**config.mk**
```make
export PLATFORM = sky130hd
export DESIGN_NAME = store_queue_wsel
export DESIGN_NICKNAME = d
export VERILOG_FILES = /design/src/rtl/store_queue_wsel.sv
export SDC_FILE = /design/constraint.sdc
export NUM_CORES = 1
export LEC_CHECK = 0
export CAP_MARGIN = 20
export CORE_MARGIN = 5
export CORE_UTILIZATION = 59
export CTS_BUF_LIST = sky130_fd_sc_hd__clkbuf_16
export DETAILED_ROUTE_END_ITERATION = 10
export GPL_TIMING_DRIVEN = 0
export PLACE_DENSITY = 0.81
export SLEW_MARGIN = 25
export SYNTH_ARGS = -nofsm -noshare
export SYNTH_HDL_FRONTEND = slang
export SYNTH_SLANG_ARGS = --single-unit
```
**constraint.sdc**
```tcl
create_clock -name clk -period 7.1 [get_ports clk]
set_input_delay 1.42 -clock clk [delete_from_list [all_inputs] [get_ports clk]]
set_output_delay 1.42 -clock clk [all_outputs]
set_load 0.02 [all_outputs]
```
**src/rtl/store_queue_wsel.sv**
```systemverilog
// store_queue_wsel
// Buffered store path from execute to the memory/IO fabric. Store requests
// are queued, converted into lane-aligned beats (word-crossing misaligned
// stores become two beats), decoded to a single target and drained one beat
// at a time over a valid/ready port.
//
// Ports
//   clk, rst_n            clock, asynchronous active-low reset
//   req_valid/req_ready   request handshake (req_ready = queue not full)
//   req_addr              byte address of the store
//   req_data              rs2 value
//   req_funct3            SB/SH/SW/SD size code
//   req_pc30              PC[30] of the issuing store (gates imem writes)
//   mem_valid/mem_ready   beat handshake towards the fabric
//   mem_addr              NB-aligned beat address
//   mem_data              lane-aligned data, unused lanes zero
//   mem_be                byte enables
//   mem_tgt               one-hot {counter_reset, uart, imem, dmem}
//   err                   one-cycle pulse when an illegal funct3 is dropped
//   empty                 queue empty and no beat in flight
module store_queue_wsel #(
    parameter int unsigned XLEN  = 32,
    parameter int unsigned DEPTH = 4
) (
    input  logic                clk,
    input  logic                rst_n,
    input  logic                req_valid,
    output logic                req_ready,
    input  logic [31:0]         req_addr,
    input  logic [XLEN-1:0]     req_data,
    input  logic [2:0]          req_funct3,
    input  logic                req_pc30,
    output logic                mem_valid,
    input  logic                mem_ready,
    output logic [31:0]         mem_addr,
    output logic [XLEN-1:0]     mem_data,
    output logic [XLEN/8-1:0]   mem_be,
    output logic [3:0]          mem_tgt,
    output logic                err,
    output logic                empty
);

    localparam int unsigned NB  = XLEN / 8;
    localparam int unsigned OFS = $clog2(NB);
    localparam int unsigned PW  = $clog2(DEPTH);
    localparam int unsigned CW  = PW + 1;

    localparam logic [3:0] TGT_DMEM = 4'b0001;
    localparam logic [3:0] TGT_IMEM = 4'b0010;
    localparam logic [3:0] TGT_UART = 4'b0100;
    localparam logic [3:0] TGT_CNT  = 4'b1000;

    typedef struct packed {
        logic [31:0]     addr;
        logic [XLEN-1:0] data;
        logic [NB-1:0]   be;
        logic [3:0]      tgt;
    } beat_t;

    typedef enum logic [1:0] {
        ST_IDLE = 2'd0,
        ST_B0   = 2'd1,
        ST_B1   = 2'd2
    } state_t;

    // Address map decode for one beat; zero means no target.
    function automatic logic [3:0] decode_tgt(input logic [31:0] a, input logic pc30);
        logic [3:0] t;
        t = '0;
        if (a[31] && (a[5:3] == 3'b001))
            t = TGT_UART;
        else if (a[31] && (a[5:3] == 3'b011))
            t = TGT_CNT;
        else if (a[29] && pc30)
            t = TGT_IMEM;
        else if (a[28])
            t = TGT_DMEM;
        return t;
    endfunction

    // Build beat0 (hi=0) or beat1 (hi=1) of a queued store.
    // Enables and data are formed in a double-width window and then split.
    function automatic beat_t entry_beat(
        input logic [31:0]     addr,
        input logic [XLEN-1:0] data,
        input logic [1:0]      size,
        input logic            pc30,
        input logic            hi
    );
        logic [NB-1:0]     lane_m;
        logic [XLEN-1:0]   data_m;
        logic [2*NB-1:0]   be2;
        logic [2*XLEN-1:0] data2;
        logic [OFS-1:0]    o;
        beat_t             b;
        o = addr[OFS-1:0];
        for (int unsigned i = 0; i < NB; i++) begin
            lane_m[i]        = (i < (32'd1 << size));
            data_m[8*i +: 8] = lane_m[i] ? data[8*i +: 8] : 8'h00;
        end
        be2    = {{NB{1'b0}}, lane_m} << o;
        data2  = {{XLEN{1'b0}}, data_m} << {o, 3'b000};
        b.addr = {addr[31:OFS], {OFS{1'b0}}} + (hi ? 32'(NB) : 32'd0);
        b.be   = hi ? be2[2*NB-1:NB] : be2[NB-1:0];
        b.data = hi ? data2[2*XLEN-1:XLEN] : data2[XLEN-1:0];
        b.tgt  = decode_tgt(b.addr, pc30);
        // The UART only takes lane 0.
        if (b.tgt == TGT_UART)
            b.be = {{(NB-1){1'b0}}, b.be[0]};
        // Unmapped beats are dropped; keep the payload clean.
        if (b.tgt == 4'b0000)
            b = '0;
        return b;
    endfunction

    // A store crosses into a second beat when offset + size exceeds a word.
    function automatic logic entry_cross(input logic [31:0] addr, input logic [1:0] size);
        return (32'(addr[OFS-1:0]) + (32'd1 << size)) > 32'(NB);
    endfunction

    // Queue storage
    logic [31:0]     q_addr [DEPTH];
    logic [XLEN-1:0] q_data [DEPTH];
    logic [1:0]      q_size [DEPTH];
    logic            q_pc30 [DEPTH];

    logic [PW-1:0] wr_ptr;
    logic [PW-1:0] rd_ptr;
    logic [PW-1:0] rd_ptr_p1;
    logic [CW-1:0] count;
    logic [CW-1:0] count_nxt;

    state_t state;
    beat_t  out_beat;

    logic  req_fire;
    logic  req_legal;
    logic  enq;
    logic  beat_done;
    logic  pop;
    logic  head_cross;
    beat_t head_b0;
    beat_t head_b1;
    beat_t next_b0;
    beat_t load_beat;

    // Request acceptance; illegal sizes are consumed but never stored.
    always_comb begin
        req_fire  = req_valid && req_ready;
        req_legal = !req_funct3[2] && !((XLEN == 32) && (req_funct3[1:0] == 2'b11));
        enq       = req_fire && req_legal;
    end

    // Beats of the head entry and beat0 of the entry behind it.
    always_comb begin
        rd_ptr_p1  = rd_ptr + PW'(1);
        head_b0    = entry_beat(q_addr[rd_ptr], q_data[rd_ptr], q_size[rd_ptr], q_pc30[rd_ptr], 1'b0);
        head_b1    = entry_beat(q_addr[rd_ptr], q_data[rd_ptr], q_size[rd_ptr], q_pc30[rd_ptr], 1'b1);
        head_cross = entry_cross(q_addr[rd_ptr], q_size[rd_ptr]);
        next_b0    = entry_beat(q_addr[rd_ptr_p1], q_data[rd_ptr_p1], q_size[rd_ptr_p1],
                                q_pc30[rd_ptr_p1], 1'b0);
    end

    // A presented beat finishes on handshake; a discarded one (mem_valid low
    // while in B0/B1) finishes in its single cycle.
    always_comb begin
        beat_done = !mem_valid || mem_ready;
        pop       = (state != ST_IDLE) && beat_done && !((state == ST_B0) && head_cross);
        count_nxt = count + CW'(enq) - CW'(pop);
    end

    // Beat to register when the FSM advances; loaded at the same edge as the
    // handshake so a held-ready fabric sees one beat per cycle.
    always_comb begin
        if (state == ST_IDLE)
            load_beat = head_b0;
        else if ((state == ST_B0) && head_cross)
            load_beat = head_b1;
        else if (count > CW'(1))
            load_beat = next_b0;
        else
            load_beat = '0;
    end

    // Entry write port
    always_ff @(posedge clk) begin
        if (enq) begin
            q_addr[wr_ptr] <= req_addr;
            q_data[wr_ptr] <= req_data;
            q_size[wr_ptr] <= req_funct3[1:0];
            q_pc30[wr_ptr] <= req_pc30;
        end
    end

    // Pointers, status flags and the drain FSM with its registered beat.
    always_ff @(posedge clk or negedge rst_n) begin
        if (!rst_n) begin
            state     <= ST_IDLE;
            wr_ptr    <= '0;
            rd_ptr    <= '0;
            count     <= '0;
            req_ready <= 1'b1;
            empty     <= 1'b1;
            err       <= 1'b0;
            mem_valid <= 1'b0;
            out_beat  <= '0;
        end else begin
            err       <= req_fire && !req_legal;
            count     <= count_nxt;
            req_ready <= (count_nxt != CW'(DEPTH));
            empty     <= (count_nxt == '0);
            if (enq)
                wr_ptr <= wr_ptr + PW'(1);
            if (pop)
                rd_ptr <= rd_ptr + PW'(1);

            unique case (state)
                ST_IDLE: begin
                    if (count != '0) begin
                        state     <= ST_B0;
                        mem_valid <= |load_beat.tgt;
                        out_beat  <= load_beat;
                    end
                end
                default: begin
                    if (beat_done) begin
                        if ((state == ST_B0) && head_cross)
                            state <= ST_B1;
                        else if (count > CW'(1))
                            state <= ST_B0;
                        else
                            state <= ST_IDLE;
                        mem_valid <= |load_beat.tgt;
                        out_beat  <= load_beat;
                    end
                end
            endcase
        end
    end

    assign mem_addr = out_beat.addr;
    assign mem_data = out_beat.data;
    assign mem_be   = out_beat.be;
    assign mem_tgt  = out_beat.tgt;

endmodule

```
; ---- After elaboration in Yosys (flattened, before gate mapping)
; Memories as Yosys holds them, arrays and structs flattened.
; Index checks and enable logic that the tools add are counted.
[word_totals]
register_bits = 85
latch_bits = 0
ram_bits = 268
mem_bits_ro = 0
inputBits = 72
output_inout_bits = 76
word_cells = 125
mem_count = 4
[op_classes]
n_addsub = 6
n_mul = 0
div = 0
n_lt_le_gt_ge = 10
n_eq_ne = 13
shift = 6
mux = 42
bitwise = 0
n_reduce_logical = 32
[memory_table]
columns = memory, words, word_bits, read_ports, rd_clocked_by_memory_dff, wr, line
row1 = q_addr, 4, 32, 2, 0, 1, 122  ; logic [31:0] q_addr [DEPTH];
row2 = q_data, 4, 32, 2, 0, 1, 123  ; logic [XLEN-1:0] q_data [DEPTH];
row3 = q_size, 4, 2, 2, 0, 1, 124  ; logic [1:0] q_size [DEPTH];
row4 = q_pc30, 4, 1, 2, 0, 1, 125  ; logic q_pc30 [DEPTH];
[op_table]
columns = operator, n
row1 = 72-bit two-way mux, 9
row2 = "1-bit by 32-bit < comparator with 1-bit output, first input constant", 4
row3 = "2-bit by 32-bit < comparator with 1-bit output, first input constant", 4
row4 = 8-bit two-way mux, 8
row5 = "1-bit by 2-bit << shifter with 32-bit output, first input constant", 2
row6 = 32-bit by 5-bit << shifter with 64-bit output, 1
row7 = 4-bit two-way mux, 9
row8 = 2-bit by 32-bit adder with 32-bit output, 1
row9 = "32-bit by 3-bit adder with 32-bit output, second input constant", 1
row10 = "32-bit by 3-bit > comparator with 1-bit output, second input constant", 1
row11 = 32-bit by 5-bit << shifter with 32-bit output, 1
row12 = 1-bit logical AND, 16
row13 = 2-bit two-way mux, 7
row14 = "4-bit by 3-bit == test with 1-bit output, second input constant", 3
row15 = 4-bit zero test, 3
row16 = "3-bit by 1-bit == test with 1-bit output, second input constant", 3
row17 = "3-bit by 2-bit == test with 1-bit output, second input constant", 3
row18 = 1-bit two-way mux, 9
row19 = 4-bit by 2-bit << shifter with 8-bit output, 1
row20 = 1-bit zero test, 5
row21 = "2-bit by 1-bit adder with 2-bit output, second input constant", 2
row22 = 2-bit nonzero test, 2
row23 = 4-bit OR reduction, 1
row24 = 4-bit by 2-bit << shifter with 4-bit output, 1
row25 = other kinds (12), 12

; ---- Depth between registers and ports, before layout
; An unclocked memory read counts as a cell.
[depth]
word_depth = 15
ltp_mapped = 26
mapped_depth_nobuf = 17

; ---- Least setup slack after synthesis
; Ideal clock, no wire load.
[synth_timing]
path_kind = register to register
startpoint = register rd_ptr[0]
endpoint = register empty
setup_ps = 82
t_arrival_ps = 5126
required_ps = 7018
slack_ps = 1892
stages_incl_launch_ff = 26
n_path_buf = 8
period_less_slack_ps = 5208
path_cell_list = dfrtp_1 -> buf_4 -> buf_12 -> buf_4 -> buf_4 -> buf_4 -> mux4_2 -> clkbuf_1 -> clkbuf_1 -> nor2_1 -> ha_1 -> inv_1 -> fa_1 -> nand2b_1 -> a21oi_1 -> mux2i_1 -> and2_1 -> clkbuf_1 -> nor3_1 -> ha_1 -> inv_1 -> ha_1 -> inv_1 -> fa_1 -> inv_1 -> nor3_1
[synth_via]
elab_chain_cells = 9
word_cells_on_any_way = 10
cone_classes = 2 x add/sub / 1 x order compare / 1 x shift / 4 x reduce/logical / 2 x memory
[synth_rtl]
columns = element, line
row1 = start: declaration, 128  ; logic [PW-1:0] rd_ptr;
row2 = start signal: assignment, 215  ; rd_ptr <= rd_ptr + PW'(1);
row3 = memory 4 x 2 bit, --
row4 = 1-bit by 2-bit << shifter with 32-bit output, 118  ; return (32'(addr[OFS-1:0]) + (32'd1 << size)) > 32'(NB);
row5 = 2-bit by 32-bit adder with 32-bit output (*), 118
row6 = 32-bit by 3-bit > comparator with 1-bit output (*), 118
row7 = 1-bit logical AND (*), 168  ; pop = (state != ST_IDLE) && beat_done && !((state == ST_B0) && head_cross);
row8 = 1-bit zero test (*), 168
row9 = 1-bit logical AND (*), 168
row10 = named net pop, 140  ; logic pop;
row11 = 3-bit by 1-bit subtractor with 3-bit output (*), 169  ; count_nxt = count + CW'(enq) - CW'(pop);
row12 = named net count_nxt[1], 131  ; logic [CW-1:0] count_nxt;
row13 = 3-bit zero test (*), 211  ; empty <= (count_nxt == '0);
row14 = end signal: assignment, 211
row15 = end: declaration, 40  ; output logic empty
; Mark *: on every way through the listed nets, which the timed path passes. The rest lies on a longest branch.
; A chain may end at the register's enable or synchronous reset.

; ---- Worst setup path after layout
[layout_timing]
startpoint = register rd_ptr[1]
endpoint = register req_ready
[layout_via]
elab_chain_cells = 9
word_cells_on_any_way = 10
cone_classes = 2 x add/sub / 1 x order compare / 1 x eq/ne / 1 x shift / 3 x reduce/logical / 2 x memory
[layout_rtl]
columns = element, line
row1 = memory 4 x 2 bit, --
row2 = 1-bit by 2-bit << shifter with 32-bit output, 118
row3 = 2-bit by 32-bit adder with 32-bit output (*), 118
row4 = 32-bit by 3-bit > comparator with 1-bit output (*), 118
row5 = 1-bit logical AND (*), 168
row6 = 1-bit zero test (*), 168
row7 = 1-bit logical AND (*), 168
row8 = named net pop, 140
row9 = 3-bit by 1-bit subtractor with 3-bit output (*), 169
row10 = named net count_nxt[2], 131
row11 = 3-bit != test (*), 210  ; req_ready <= (count_nxt != CW'(DEPTH));
row12 = end signal: assignment, 210
row13 = end: declaration, 28  ; output logic req_ready,
; Marks and branches as above.

==> qor_table.md <==
| Stage | Metric | Reported |
|---|---|---|
| run status | Outcome | finished, final reports clean |
| cts | Clock network latency to the later pin of the worst-skew pair | 530 ps |
| timing | Total setup violations reported at the end of the flow | 0 |
| timing | Fmax | 146.8 MHz |
| route | Violation count after the first detailed-routing iteration | 1726 |
| setup path | Library cell contributing the largest single delay on the critical path | sky130_fd_sc_hd__mux2i_1 |
| route | Wire length per cell | 29.37 µm |
| timing | Max-Slew Margin vs Limit | 35.78% |
| setup path | Worst setup path class | reg2reg |
| grt | Sum of overflow across all layers after global routing | 0 |
| finish | Ratio of cells with drive above 1 in the final layout | 16.83% |
| yosys | Netlist cell types | 77 |
| timing | Worst Skew | 19.50 ps |
| cts | Post-CTS Hold Fix Bufs | 0 |
| placed design | Dpl hpwl | 43.37 mm |
| cts | Clock buffers created by TritonCTS | 36 |
| pwr | LEAKAGE | 7.597 nW |
| placed design | Number of port buffers | 145 |
| setup path | Type of origin of the critical path | flop |
| die | Starting utilization of the core area | 59.53% |
| yosys | Gate Count Post-Synth | 1403 |
| cts | Clock tree buffer depth | 3 |
| setup path | Worst-path fanout max | 10 |
| grt | Maximum number of pins on one net before global-route repair | 70 |
| pwr | Worst-case vdd ir drop | 0.2636 mV |
| timing | Actual slew at the worst max-slew pin | 954.4 ps |
| die | DIE AREA | 34300 µm² |
| route | TritonRoute pass-1 iters | 6 |
| yosys | Top flip-flop cell by instance count after synthesis | sky130_fd_sc_hd__edfxtp_1 |
| yosys | Share of the synthesized area in compound gates (AO/OA/AOI/OAI) | 11.60% |
| yosys | Most instantiated cells after synthesis | sky130_fd_sc_hd__edfxtp_1, sky130_fd_sc_hd__nand2_1, sky130_fd_sc_hd__nor2_1, sky130_fd_sc_hd__a21oi_1, sky130_fd_sc_hd__mux4_2 |
| placed design | Post-place instance area | 20240 µm² |
| timing | Worst hold-check slack | 479.2 ps |
| cts | Clock transition at path regs | 60 ps |
| grt | Overall global routing resource usage | 34.54% |
| route | Via count | 13730 |
| route | DR DRC count | 0 |
| grt | Global-route wire length before repair | 87.15 mm |
| die | Number of primary I/O pins | 148 |
| setup path | Crit path buffers/inverters | 11 |
| cts | TritonCTS clock tree | done |
| timing | Number of slew-limit violations in the final report | 0 |
| timing | Min cycle time layout | 6811 ps |
| yosys | Proportion of register bits with asynchronous set or reset after synthesis | 23.65% |
| finish | Design Area, Final | 21400 µm² |
| grt | GRT met2 Usage | 50.45% |
| setup path | Capturing element type of the critical path | flop |
| yosys | Post-Synth Adder-Cell Area | 0.8427% |
| yosys | Post-Syn Area per Cell | 12.91 µm² |
| min path | Worst min-delay path category | reg2reg |
| setup path | Worst path most repeated cell | sky130_fd_sc_hd__buf_4 |
| grt | Global-route layer with the greatest usage | met1 |
| grt | Global routing usage on met3 | 10.60% |
| route | Detailed-route wire length | 59.27 mm |
| yosys | Post-synthesis mux area share | 17.52% |
| placed design | Dpl cells | 1952 |
| yosys | Simple-gate portion of the synthesized area | 9.152% |
| grt | Met1 GRT Util | 51.11% |
| setup path | Crit path cell chain | buf_4 > buf_4 > buf_6 > buf_6 > buf_4 > buf_4 > mux2i_1 > mux2i_1 > inv_2 > clkbuf_1 > fa_1 > nand2b_1 > a21oi_1 > mux2i_1 > and2_1 > clkbuf_1 > nor3_1 > ha_1 > inv_1 > ha_1 > inv_1 > fa_1 > xor2_1 > nand3b_1 |
| pwr | Power Dens Cells | 505.7 nW/µm² |
| die | Height of the chip | 185.2 µm |
| grt | Vias in the first global route | 13650 |
| yosys | Cell type contributing the most total cell area after synthesis | sky130_fd_sc_hd__edfxtp_1 |
| timing | Setup repair after global routing missed its margin | no |
| setup path | Top Family by Delay on Critical Path | buffers and inverters |
| finish | Number of standard cells in the final layout excluding fillers | 2018 |
| timing | Fin crit share | 95.93% |
| grt | Initial antenna violation count | 1 |
| yosys | Area share of xor/xnor cells in the synthesized design | 1.306% |
| cts | Clk root buf | sky130_fd_sc_hd__clkbuf_16 |
| route | Antenna violation net count after detailed routing | 0 |
| die | Number of placement rows | 64 |
| yosys | Library cell with the highest instance count after synthesis | sky130_fd_sc_hd__edfxtp_1 |
| yosys | Part of the Yosys area used for sequential elements | 55.91% |
| job | Max-cap viol count | 0 |
| yosys | Top cells by area in the synthesized netlist | sky130_fd_sc_hd__edfxtp_1, sky130_fd_sc_hd__mux4_2, sky130_fd_sc_hd__dfrtp_1, sky130_fd_sc_hd__nand2_1, sky130_fd_sc_hd__mux2i_1 |
| yosys | Yosys reg bits | 351 |
| yosys | Yosys warning count | 0 |
| cts | CTS Sinks | 351 |
| finish | Area growth from synthesis to layout | 18.15% |
| yosys | Number of flops mapped to enable cells by yosys | 268 |
| finish | Count of inserted antenna diode cells | 0 |
| yosys | Combinational family with the most area after synthesis | multiplexers |
| timing | Setup TNS | 0 ps |
| cts | Level count of the clock H-tree | 2 |
| setup path | Biggest cell delay along the critical path | 620 ps |
| yosys | Synth top area share | 44.43% |
| finish | Nets | 1677 |
| timing | Final Hold Violating Endpoints | 0 |
| finish | Count of filler cells inserted in the layout | 2134 |
| die | Core Region | 30430 µm² |
| placed design | Routability-driven placement congestion ratio | 0.9908 |
| die | DIE WIDTH | 185.2 µm |
| setup path | Arrival time at the worst endpoint | 7250 ps |
| yosys | Post-Syn Area | 18110 µm² |
| route | Vias/cell | 6.805 |
| setup path | CP Data Required Time | 7540 ps |
placed cells by master, fill, tap and decap left out, types with 43 or more instances in the layout:
master	instances
sky130_fd_sc_hd__a21oi_1	104
sky130_fd_sc_hd__clkbuf_1	46
sky130_fd_sc_hd__clkdlybuf4s50_1	144
sky130_fd_sc_hd__dfrtp_1	81
sky130_fd_sc_hd__edfxtp_1	268
sky130_fd_sc_hd__mux2i_1	52
sky130_fd_sc_hd__mux4_2	94
sky130_fd_sc_hd__nand2_1	144
sky130_fd_sc_hd__nor2_1	107
sky130_fd_sc_hd__o21ai_0	62
sky130_fd_sc_hd__o22ai_1	43
what timing repair did:
item,in CTS,in global routing
buffers inserted,0,0
endpoints found under the setup margin,0,2
resized for setup,0,2
registers in the layout, summed over array words and instances (netlist names), 2 cells and up:
register / cells
q_addr: 128
q_size: 8
count: 3
state: 2
mem_be: 4
wr_ptr: 2
q_pc30: 4
rd_ptr: 2
mem_tgt: 4
q_data: 128
mem_addr: 30
mem_data: 32
where the power goes:
group	switching [mW]	internal (mW)
clock	0.796	1.08
sequential	0.200	2.57
combinational	3.94	2.25
worst register-to-register path, stage by stage, from the launching register on:
cell	delay (ps)
sky130_fd_sc_hd__dfrtp_1	420
sky130_fd_sc_hd__buf_4	270
sky130_fd_sc_hd__buf_4	300
sky130_fd_sc_hd__buf_6	230
sky130_fd_sc_hd__buf_6	200
sky130_fd_sc_hd__buf_4	220
sky130_fd_sc_hd__buf_4	250
sky130_fd_sc_hd__mux2i_1	150
sky130_fd_sc_hd__mux2i_1	620
sky130_fd_sc_hd__inv_2	270
sky130_fd_sc_hd__clkbuf_1	360
sky130_fd_sc_hd__fa_1	620
sky130_fd_sc_hd__nand2b_1	80
sky130_fd_sc_hd__a21oi_1	160
sky130_fd_sc_hd__mux2i_1	210
sky130_fd_sc_hd__and2_1	230
sky130_fd_sc_hd__clkbuf_1	250
sky130_fd_sc_hd__nor3_1	510
sky130_fd_sc_hd__ha_1	330
sky130_fd_sc_hd__inv_1	60
sky130_fd_sc_hd__ha_1	130
sky130_fd_sc_hd__inv_1	50
sky130_fd_sc_hd__fa_1	380
sky130_fd_sc_hd__xor2_1	310
sky130_fd_sc_hd__nand3b_1	140
metal layers:
| metal | up-vias | routed length [µm] |
|---|---|---|
| met3 | 128 | 7580 |
| met2 | 969 | 26050 |
| li1 | 5788 | - |
| met4 | 2 | 1728 |
| met5 | - | 13 |
| met1 | 6845 | 23900 |
kinds of logic after synthesis:
group,after synthesis
AND/OR/NAND/NOR,358
flip-flops,351
AO/OA/AOI/OAI,330
multiplexers,191
buffers and inverters,134
XOR/XNOR,27
adder cells (fa/ha/maj),11
other,1
metrics by stage:
step	utilization (%)	power, mW	setup WS, ps
after floorplan	-	6.622	1892
after global placement	65.94	8.679	604.4
after detailed placement	66.52	8.771	469.5
after CTS	70.33	10.65	477.3
after global routing	70.33	11.27	65.35
final	70.33	10.82	289.2
path summary, 6_finish.rpt:
check	start	end	slack [ps]	cells after the start
worst max-delay path	rd_ptr[1]$_DFFE_PN0P_	req_ready$_DFF_PN1_	290	24
worst min-delay path	mem_data[24]$_DFFE_PN0P_	mem_data[24]$_DFFE_PN0P_	480	2
worst max register to register	rd_ptr[1]$_DFFE_PN0P_	req_ready$_DFF_PN1_	290	24
worst min register to register	mem_data[24]$_DFFE_PN0P_	mem_data[24]$_DFFE_PN0P_	480	2
max in group asynchronous	rst_n	req_ready$_DFF_PN1_	5750	2
min in group asynchronous	rst_n	mem_addr[29]$_DFFE_PN0P_	720	1
cell type report:
class	instances	area (µm²)	share of cell area [%]
multi-input combinational	919	7348	34.33
clock inverter	28	207.7	0.9705
sequential	351	10130	47.32
clock buffer	38	950.9	4.443
timing repair buffer	152	1608	7.512
inverter	32	120.1	0.5612
buffer	102	544.3	2.543
tap	396	495.5	2.315
No activity file was read; power rests on OpenSTA's default activity.
